--- config.mk ---
export PLATFORM = sky130hd
export DESIGN_NAME = uart_rx
export DESIGN_NICKNAME = d
export VERILOG_FILES = /design/src/rtl/uart_rx.sv
export SDC_FILE = /design/constraint.sdc
export NUM_CORES = 1
export LEC_CHECK = 0
export BUFFER_PORTS_ARGS = -buffer_cell sky130_fd_sc_hd__buf_2
export CELL_PAD_IN_SITES_DETAIL_PLACEMENT = 0
export CELL_PAD_IN_SITES_GLOBAL_PLACEMENT = 1
export CORE_MARGIN = 4
export CORE_UTILIZATION = 35
export DETAILED_ROUTE_END_ITERATION = 10
export GPL_ROUTABILITY_DRIVEN = 0
export HOLD_SLACK_MARGIN = 0.15
export PLACE_DENSITY = 0.69
export SYNTH_ARGS = -nofsm -noshare
export SYNTH_HDL_FRONTEND = slang
export SYNTH_SLANG_ARGS = --single-unit
--- constraint.sdc ---
create_clock -name clk -period 2.4 [get_ports clk]
set_input_delay 0.24 -clock clk [delete_from_list [all_inputs] [get_ports clk]]
set_output_delay 0.24 -clock clk [all_outputs]
set_load 0.03 [all_outputs]
--- src/rtl/uart_rx.sv ---
// 8N1 UART receiver with valid/ready holding register, framing-error and overrun pulses.
// Optional build macro UART_RX_MAJORITY_EN enables 2-of-3 majority voting at each sample point.
module uart_rx #(
    parameter int CLK_FREQ = 16_000_000,
    parameter int BAUD     = 115_200
) (
    input  logic       clk,
    input  logic       reset_n,
    input  logic       rx,
    output logic [7:0] o_data,
    output logic       o_valid,
    input  logic       i_ready,
    output logic       o_frame_err,
    output logic       o_overrun
);

    localparam int DIV   = CLK_FREQ / BAUD;
    localparam int HALF  = DIV / 2;
    localparam int CNT_W = (DIV > 2) ? $clog2(DIV) : 1;

    localparam logic [CNT_W-1:0] CNT_HALF_M1 = CNT_W'(HALF - 1);
    localparam logic [CNT_W-1:0] CNT_DIV_M1  = CNT_W'(DIV - 1);
    localparam logic [CNT_W-1:0] CNT_ZERO    = CNT_W'(0);

    typedef enum logic [2:0] {
        ST_IDLE      = 3'd0,
        ST_START     = 3'd1,
        ST_DATA      = 3'd2,
        ST_STOP      = 3'd3,
        ST_WAIT_HIGH = 3'd4
    } state_t;

    state_t            state_r;
    state_t            state_nx_s;
    logic              rx_meta_r;
    logic              rx_sync_r;
    logic              rx_prev_r;
    logic [CNT_W-1:0]  cnt_r;
    logic [2:0]        bit_idx_r;
    logic [7:0]        shift_r;
    logic [7:0]        data_r;
    logic              valid_r;
    logic              frame_err_r;
    logic              overrun_r;

    logic              fall_s;
    logic              active_s;
    logic              tick_s;
    logic              sample_s;
    logic              load_half_s;
    logic              enter_data_s;
    logic              shift_en_s;
    logic              deliver_s;
    logic              frame_err_s;
    logic              accept_s;

    assign fall_s   = rx_prev_r & ~rx_sync_r;
    assign active_s = (state_r == ST_START) || (state_r == ST_DATA) || (state_r == ST_STOP);
    assign accept_s = valid_r & i_ready;

`ifdef UART_RX_MAJORITY_EN
    localparam logic [CNT_W-1:0] CNT_ONE = CNT_W'(1);

    logic vote_a_r;
    logic vote_b_r;
    logic pend_r;

    function automatic logic maj3(input logic a, input logic b, input logic c);
        return (a & b) | (a & c) | (b & c);
    endfunction

    // Capture the two early votes; the decision is taken one cycle later with the third.
    always_ff @(posedge clk) begin
        if (!reset_n) begin
            vote_a_r <= 1'b1;
            vote_b_r <= 1'b1;
            pend_r   <= 1'b0;
        end else begin
            if (active_s && (cnt_r == CNT_ONE)) begin
                vote_a_r <= rx_sync_r;
            end
            if (active_s && (cnt_r == CNT_ZERO)) begin
                vote_b_r <= rx_sync_r;
            end
            pend_r <= active_s && (cnt_r == CNT_ZERO);
        end
    end

    assign tick_s   = pend_r;
    assign sample_s = maj3(vote_a_r, vote_b_r, rx_sync_r);
`else
    assign tick_s   = active_s && (cnt_r == CNT_ZERO);
    assign sample_s = rx_sync_r;
`endif

    // Two-flop synchroniser plus delayed copy for falling-edge detection.
    always_ff @(posedge clk) begin
        if (!reset_n) begin
            rx_meta_r <= 1'b1;
            rx_sync_r <= 1'b1;
            rx_prev_r <= 1'b1;
        end else begin
            rx_meta_r <= rx;
            rx_sync_r <= rx_meta_r;
            rx_prev_r <= rx_sync_r;
        end
    end

    // FSM state register.
    always_ff @(posedge clk) begin
        if (!reset_n) begin
            state_r <= ST_IDLE;
        end else begin
            state_r <= state_nx_s;
        end
    end

    // FSM next-state and datapath strobes.
    always_comb begin
        state_nx_s   = state_r;
        load_half_s  = 1'b0;
        enter_data_s = 1'b0;
        shift_en_s   = 1'b0;
        deliver_s    = 1'b0;
        frame_err_s  = 1'b0;
        case (state_r)
            ST_IDLE: begin
                if (fall_s) begin
                    state_nx_s  = ST_START;
                    load_half_s = 1'b1;
                end else begin
                    state_nx_s = ST_IDLE;
                end
            end
            ST_START: begin
                if (tick_s) begin
                    if (sample_s) begin
                        state_nx_s = ST_IDLE;
                    end else begin
                        state_nx_s   = ST_DATA;
                        enter_data_s = 1'b1;
                    end
                end else begin
                    state_nx_s = ST_START;
                end
            end
            ST_DATA: begin
                if (tick_s) begin
                    shift_en_s = 1'b1;
                    if (bit_idx_r == 3'd7) begin
                        state_nx_s = ST_STOP;
                    end else begin
                        state_nx_s = ST_DATA;
                    end
                end else begin
                    state_nx_s = ST_DATA;
                end
            end
            ST_STOP: begin
                if (tick_s) begin
                    if (sample_s) begin
                        deliver_s  = 1'b1;
                        state_nx_s = ST_IDLE;
                    end else begin
                        frame_err_s = 1'b1;
                        state_nx_s  = ST_WAIT_HIGH;
                    end
                end else begin
                    state_nx_s = ST_STOP;
                end
            end
            ST_WAIT_HIGH: begin
                if (rx_sync_r) begin
                    state_nx_s = ST_IDLE;
                end else begin
                    state_nx_s = ST_WAIT_HIGH;
                end
            end
            default: begin
                state_nx_s = ST_IDLE;
            end
        endcase
    end

    // Baud counter: half-bit load on start edge, then free-running DIV reloads while in a frame.
    always_ff @(posedge clk) begin
        if (!reset_n) begin
            cnt_r <= CNT_ZERO;
        end else if (load_half_s) begin
            cnt_r <= CNT_HALF_M1;
        end else if (active_s) begin
            cnt_r <= (cnt_r == CNT_ZERO) ? CNT_DIV_M1 : (cnt_r - CNT_W'(1));
        end else begin
            cnt_r <= cnt_r;
        end
    end

    // Bit index and LSB-first shift register.
    always_ff @(posedge clk) begin
        if (!reset_n) begin
            bit_idx_r <= 3'd0;
            shift_r   <= 8'd0;
        end else if (enter_data_s) begin
            bit_idx_r <= 3'd0;
        end else if (shift_en_s) begin
            bit_idx_r <= bit_idx_r + 3'd1;
            shift_r   <= {sample_s, shift_r[7:1]};
        end else begin
            bit_idx_r <= bit_idx_r;
        end
    end

    // Holding register, handshake and one-cycle error pulses.
    always_ff @(posedge clk) begin
        if (!reset_n) begin
            data_r      <= 8'd0;
            valid_r     <= 1'b0;
            frame_err_r <= 1'b0;
            overrun_r   <= 1'b0;
        end else begin
            frame_err_r <= frame_err_s;
            overrun_r   <= 1'b0;
            if (deliver_s) begin
                if (!valid_r || accept_s) begin
                    data_r  <= shift_r;
                    valid_r <= 1'b1;
                end else begin
                    overrun_r <= 1'b1;
                end
            end else if (accept_s) begin
                valid_r <= 1'b0;
            end
        end
    end

    assign o_data      = data_r;
    assign o_valid     = valid_r;
    assign o_frame_err = frame_err_r;
    assign o_overrun   = overrun_r;

endmodule

# [Word-level counts from Yosys, hierarchy flattened]
# Cells that the tools add are included.
# Widths: inputs -> output; s select.
[word_totals] ff_bits=36 latch_bits=0 ram_bits=0 romBits=0 input_bits=4 out_inout_bits=11 word_cells=66 mem_count=0
[op_classes] addsub=2 mul=0 n_div=0 magnitude_cmp=0 n_eq_ne=6 shifts=0 n_mux=25 n_bitwise=5 reduce_logical=16
[op_table] op="$mux 1" n=16
[op_table] op="$pmux 3 s5" n=1
[op_table] op="$mux 7" n=2
[op_table] op="$mux 3" n=4
[op_table] op="$reduce_and 2->1" n=5
[op_table] op="$logic_not 8->1" n=1
[op_table] op="$mux 8" n=1
[op_table] op="$sub 8x1->8 const B" n=1
[op_table] op="$eq 3x2->1 const B" n=2
[op_table] op="$eq 3x3->1 const B" n=2
[op_table] op="$reduce_bool 2->1" n=2
[op_table] op="$reduce_or 2->1" n=2
[op_table] op="$add 3x1->3 const B" n=1
[op_table] op="$eq 3x1->1 const B" n=1
[op_table] op="$logic_not 3->1" n=1
[op_table] op="$logic_or 1x1->1" n=3
[op_table] op="$not 1->1" n=3
[op_table] op="$and 1x1->1" n=2
[op_table] op="$mux 2" n=1
[op_table] op="$ne 2x1->1 const B" n=1
[op_table] op="$logic_and 1x1->1" n=1
[op_table] op="$logic_not 1->1" n=1

# [Logic depth before layout (Yosys ltp)]
[depth] word_depth=8 ltp_mapped=8 ltp_nobuf=6

# [Worst setup path after synthesis]
# No wires, ideal clock.
[synth_timing] path_kind="flip-flop to flip-flop" from="reg cnt_r[0]" to="reg shift_r[7]" setup_ns=0.119 arrival_ns=1.904 required_ns=2.281 setup_slack_ns=0.376 path_stages_with_launch=9 n_path_buf=2 period_less_slack_ns=2.024 path_cell_list="dfxtp_1 -> inv_1 -> ha_1 -> or4b_2 -> or3_1 -> buf_6 -> buf_6 -> nand3_1 -> o31ai_2"
[synth_between] elab_chain_cells=6 elab_cells_between_ends=8 cone_classes="4 x mux; 1 x bitwise; 3 x reduce/logical"
[synth_lines] element="start, declared" line="38" text="logic [CNT_W-1:0] cnt_r;"
[synth_lines] element="start signal, assigned" line="192" text="cnt_r <= (cnt_r == CNT_ZERO) ? CNT_DIV_M1 : (cnt_r - CNT_W'(1));"
[synth_lines] element="start signal, assigned" line="194" text="cnt_r <= cnt_r;"
[synth_lines] element="$logic_not 8->1 (*)" line="92" text="assign tick_s = active_s && (cnt_r == CNT_ZERO);"
[synth_lines] element="$logic_and 1x1->1 (*)" line="92"
[synth_lines] element="$mux 1"
[synth_lines] element="$mux 1" line="126" text="case (state_r)"
[synth_lines] element="$not 1->1 (no line)"
[synth_lines] element="$reduce_and 2->1 (no line) (*)"
[synth_lines] element="end signal, assigned" line="207" text="shift_r <= {sample_s, shift_r[7:1]};"
[synth_lines] element="end, declared" line="40" text="logic [7:0] shift_r;"
# Mark *: on every way between the ends. The rest lies on a longest branch, timed or not.
# A chain may end at the register's enable or synchronous reset.

# [Worst setup path after layout]
[layout_timing] from="reg cnt_r[2]" to="reg data_r[6], in the netlist o_data[6]"
[layout_between] elab_chain_cells=5
[layout_lines] element="$logic_not 8->1" line="92"
[layout_lines] element="$logic_and 1x1->1" line="92"
[layout_lines] element="$mux 1" line="160" text="if (tick_s) begin"
[layout_lines] element="$mux 1" line="126"
[layout_lines] element="$reduce_and 2->1 (no line)"
[layout_lines] element="end signal, assigned" line="225" text="data_r <= shift_r;"
[layout_lines] element="end, declared" line="41" text="logic [7:0] data_r;"
# Every way passes these cells.

==> flow_summary.ini <==
[worst_setup_path]
crit_path_frequent_cell = or4_1
cp_cell_sequence = or4_1 -> or4_1 -> o21ai_1 -> a21oi_1
worstSetupPathType = reg2reg
crit_path_end_kind = flop
timing.rr.start = cnt_r[2]
crit_buf_inv = 0
slowest_delay_ns = 0.72
start_kind = flop
cp.required_ns = 2.58
crit_start = cnt_r[2]
cp_slowest_cell = or4_1
cp_data_arrival_time_ns = 2.35
critPathTopFamily = simple AND/OR/NAND/NOR gates
cp_max_fo = 9

[timing]
clock_skew_ns = 0.004474
hold_viol = 0
tightest_slew_ns = 0.5569
fmax_mhz = 460.9
final_min_period_over_clock_period = 0.9041
rsz0062_at_grt = no
slew-limit-headroom = 0.6253
finalMaxSlewViolations = 0
setup_viol = 0
fin_tns_setup_ns = 0
period_minus_slack_ns = 2.170

[route]
vias = 1375
routedWlPerCell_um = 13.57
firstDrtPassIters = 4
wirelength_um = 3448
ant_nets = 0
drtIter0Drc = 89
drc_errors = 0
avgViaCountPerCell = 5.413

[flow_run]
max_cap_violations = 0

[die]
core_um2 = 4384
rows = 24
die_h_um = 75.59
start_util = 0.3647
ios = 15
die_w_um = 75.59
die_area_um2 = 5714

[global_routing]
grt_pass1_wl_um = 5858
antenna_found_initial = 0
grtUsageTotal = 0.1350
grt_start_max_net_pins = 28
grt_pass1_vias = 1298
overflow = 0

[hold_path]
hold_path_class = in2reg
hp-start = i_ready

[synth]
avgSynthCellArea_um2 = 8.551
synth_top_cell_by_area = dfxtp_1
ys_seq_area_frac = 0.4507
synth_nets = 195
synthCells = 187
synth-edff-count = 0
ys_ff_latch = 36
synth.top_cell.area_share = 0.4507
async_flop_share = 0
synth_warnings = 0
ys.flop_type = dfxtp_1
synth.area.top_cells = dfxtp_1 45%, nand3_1 6.6%, o21ai_1 4.7%
syn-cell-area_um2 = 1599
yosysUniqueCellTypes = 42

[power]
pwr_density_cell_nw_per_um2 = 693.8
power_leakage_nw = 0.6835
vdd_drop_max_mv = 0.4371

[status]
status = completed

[finish]
syn2layout_area_growth_pct = 13.61
post-route-util = 0.4144
finalNetCount = 209
drive_above_1_share = 0.1733
n_antenna_cell = 0

[clock_tree]
cts_tree = done
clk_pin_slew_ns = 0.07
cts-htree-levels = 2
clkLatencyLatePin_ns = 0.29
clock-sinks = 36
post-cts-setup-buffers = 0
cts_root_buf = clkbuf_8
cts_made_buffers = 5
cts_buffer_depth = 2

[place]
hpwl_um = 2508
port_buffers = 14
==> placed cells by master (no fill, tap or decap), types with 2 or more instances in the layout <==
master and count:
buf_4 5, or4_1 3, inv_1 6, ha_1 4, o31ai_2 2, nand3_1 21, o31ai_1 2, o21ai_1 15
a31o_2 2, or3b_2 2, buf_2 14, clkbuf_8 5, nand2b_1 4, o21ai_0 6, a21oi_1 13, nor4_1 4
nand2_1 18, nor3_1 6, nor2_1 9, dfxtp_1 36
==> what timing repair did <==
item | 4_1_cts | 5_1_grt
hold buffers | 1 | 0
gates resized for setup | 0 | 0
hold endpoints to repair | 1 | 0
==> flip-flops by register name, indices dropped and copies added (netlist names) <==
register	count
o_overrun	1
o_frame_err	1
o_data	8
rx_sync_r	1
state_r	3
bit_idx_r	3
rx_prev_r	1
rx_meta_r	1
shift_r	8
cnt_r	8
o_valid	1
==> logic make-up (layout without fill, tap and decap cells) <==
kind of cell,Yosys count,in the layout,synth area share
DFF,36,36,0.4507
buffers and inverters,19,34,0.05946
muxes,1,1,0.006260
and+or+nand+nor,76,76,0.2543
adders and majority gates,4,4,0.03130
AOI/OAI and AO/OA,51,51,0.1980
==> metrics by stage <==
stage	setup WS, ns	hold slack, ns	std cells	power (mW)	cell area, um2
final	0.2302	0.2994	254	1.261	1817
after global routing	0.08302	0.3267	254	1.311	1817
after CTS	0.2436	0.2989	254	1.269	1817
after detailed placement	0.2643	0.4120	245	0.7483	1699
after global placement	0.3124	0.4042	245	0.7459	1699
after floorplan	0.3764	0.3415	187	0.7235	1599
==> Yosys cell counts, types with 2 or more instances <==
cell      count
a21oi_1      13
a31o_2        2
buf_1         3
buf_6         3
clkbuf_1      6
dfxtp_1      36
ha_1          4
inv_1         6
nand2_1      18
nand2b_1      4
nand3_1      21
nor2_1        9
nor3_1        6
nor4_1        4
o21ai_0       6
o21ai_1      15
o31ai_1       2
o31ai_2       2
or3b_2        2
or4_1         3
==> area by class of cell <==
| type | count | area, um2 |
|---|---|---|
| clock buffers | 6 | 72.57 |
| multi-input cells | 132 | 783.3 |
| well taps | 52 | 65.06 |
| fillers | 456 | 2567 |
| flip-flops and latches | 36 | 720.7 |
| repair buffers | 20 | 117.6 |
| inverters | 6 | 22.52 |
| clock inverters | 2 | 35.03 |
==> metal layers <==
layer  wire length [um]  vias up  GRT usage
met5                  0        -          0
met4                 61        0    0.05243
met3                115        9    0.03694
met2               1757       27     0.2397
met1               1514      632     0.1530
li1                   -      707          -
==> report_power, final <==
group          internal, mW  total (mW)  switching, mW
clock                 0.308       0.523          0.215
sequential            0.607       0.619         0.0121
combinational        0.0435       0.118         0.0746
==> worst register-to-register path: stages (launching register included) <==
cell,delay (ns)
dfxtp_1,0.36
or4_1,0.70
or4_1,0.72
o21ai_1,0.20
a21oi_1,0.08
==> final timing paths <==
check	endpoint	slack, ns	cells past startpoint
setup / recovery	o_data[6]	0.23	4
hold reg to reg	rx_sync_r	0.42	1
hold / removal	o_overrun	0.30	3
setup reg to reg	o_data[6]	0.23	4
Note: power is estimated with default switching activity, not from simulation.
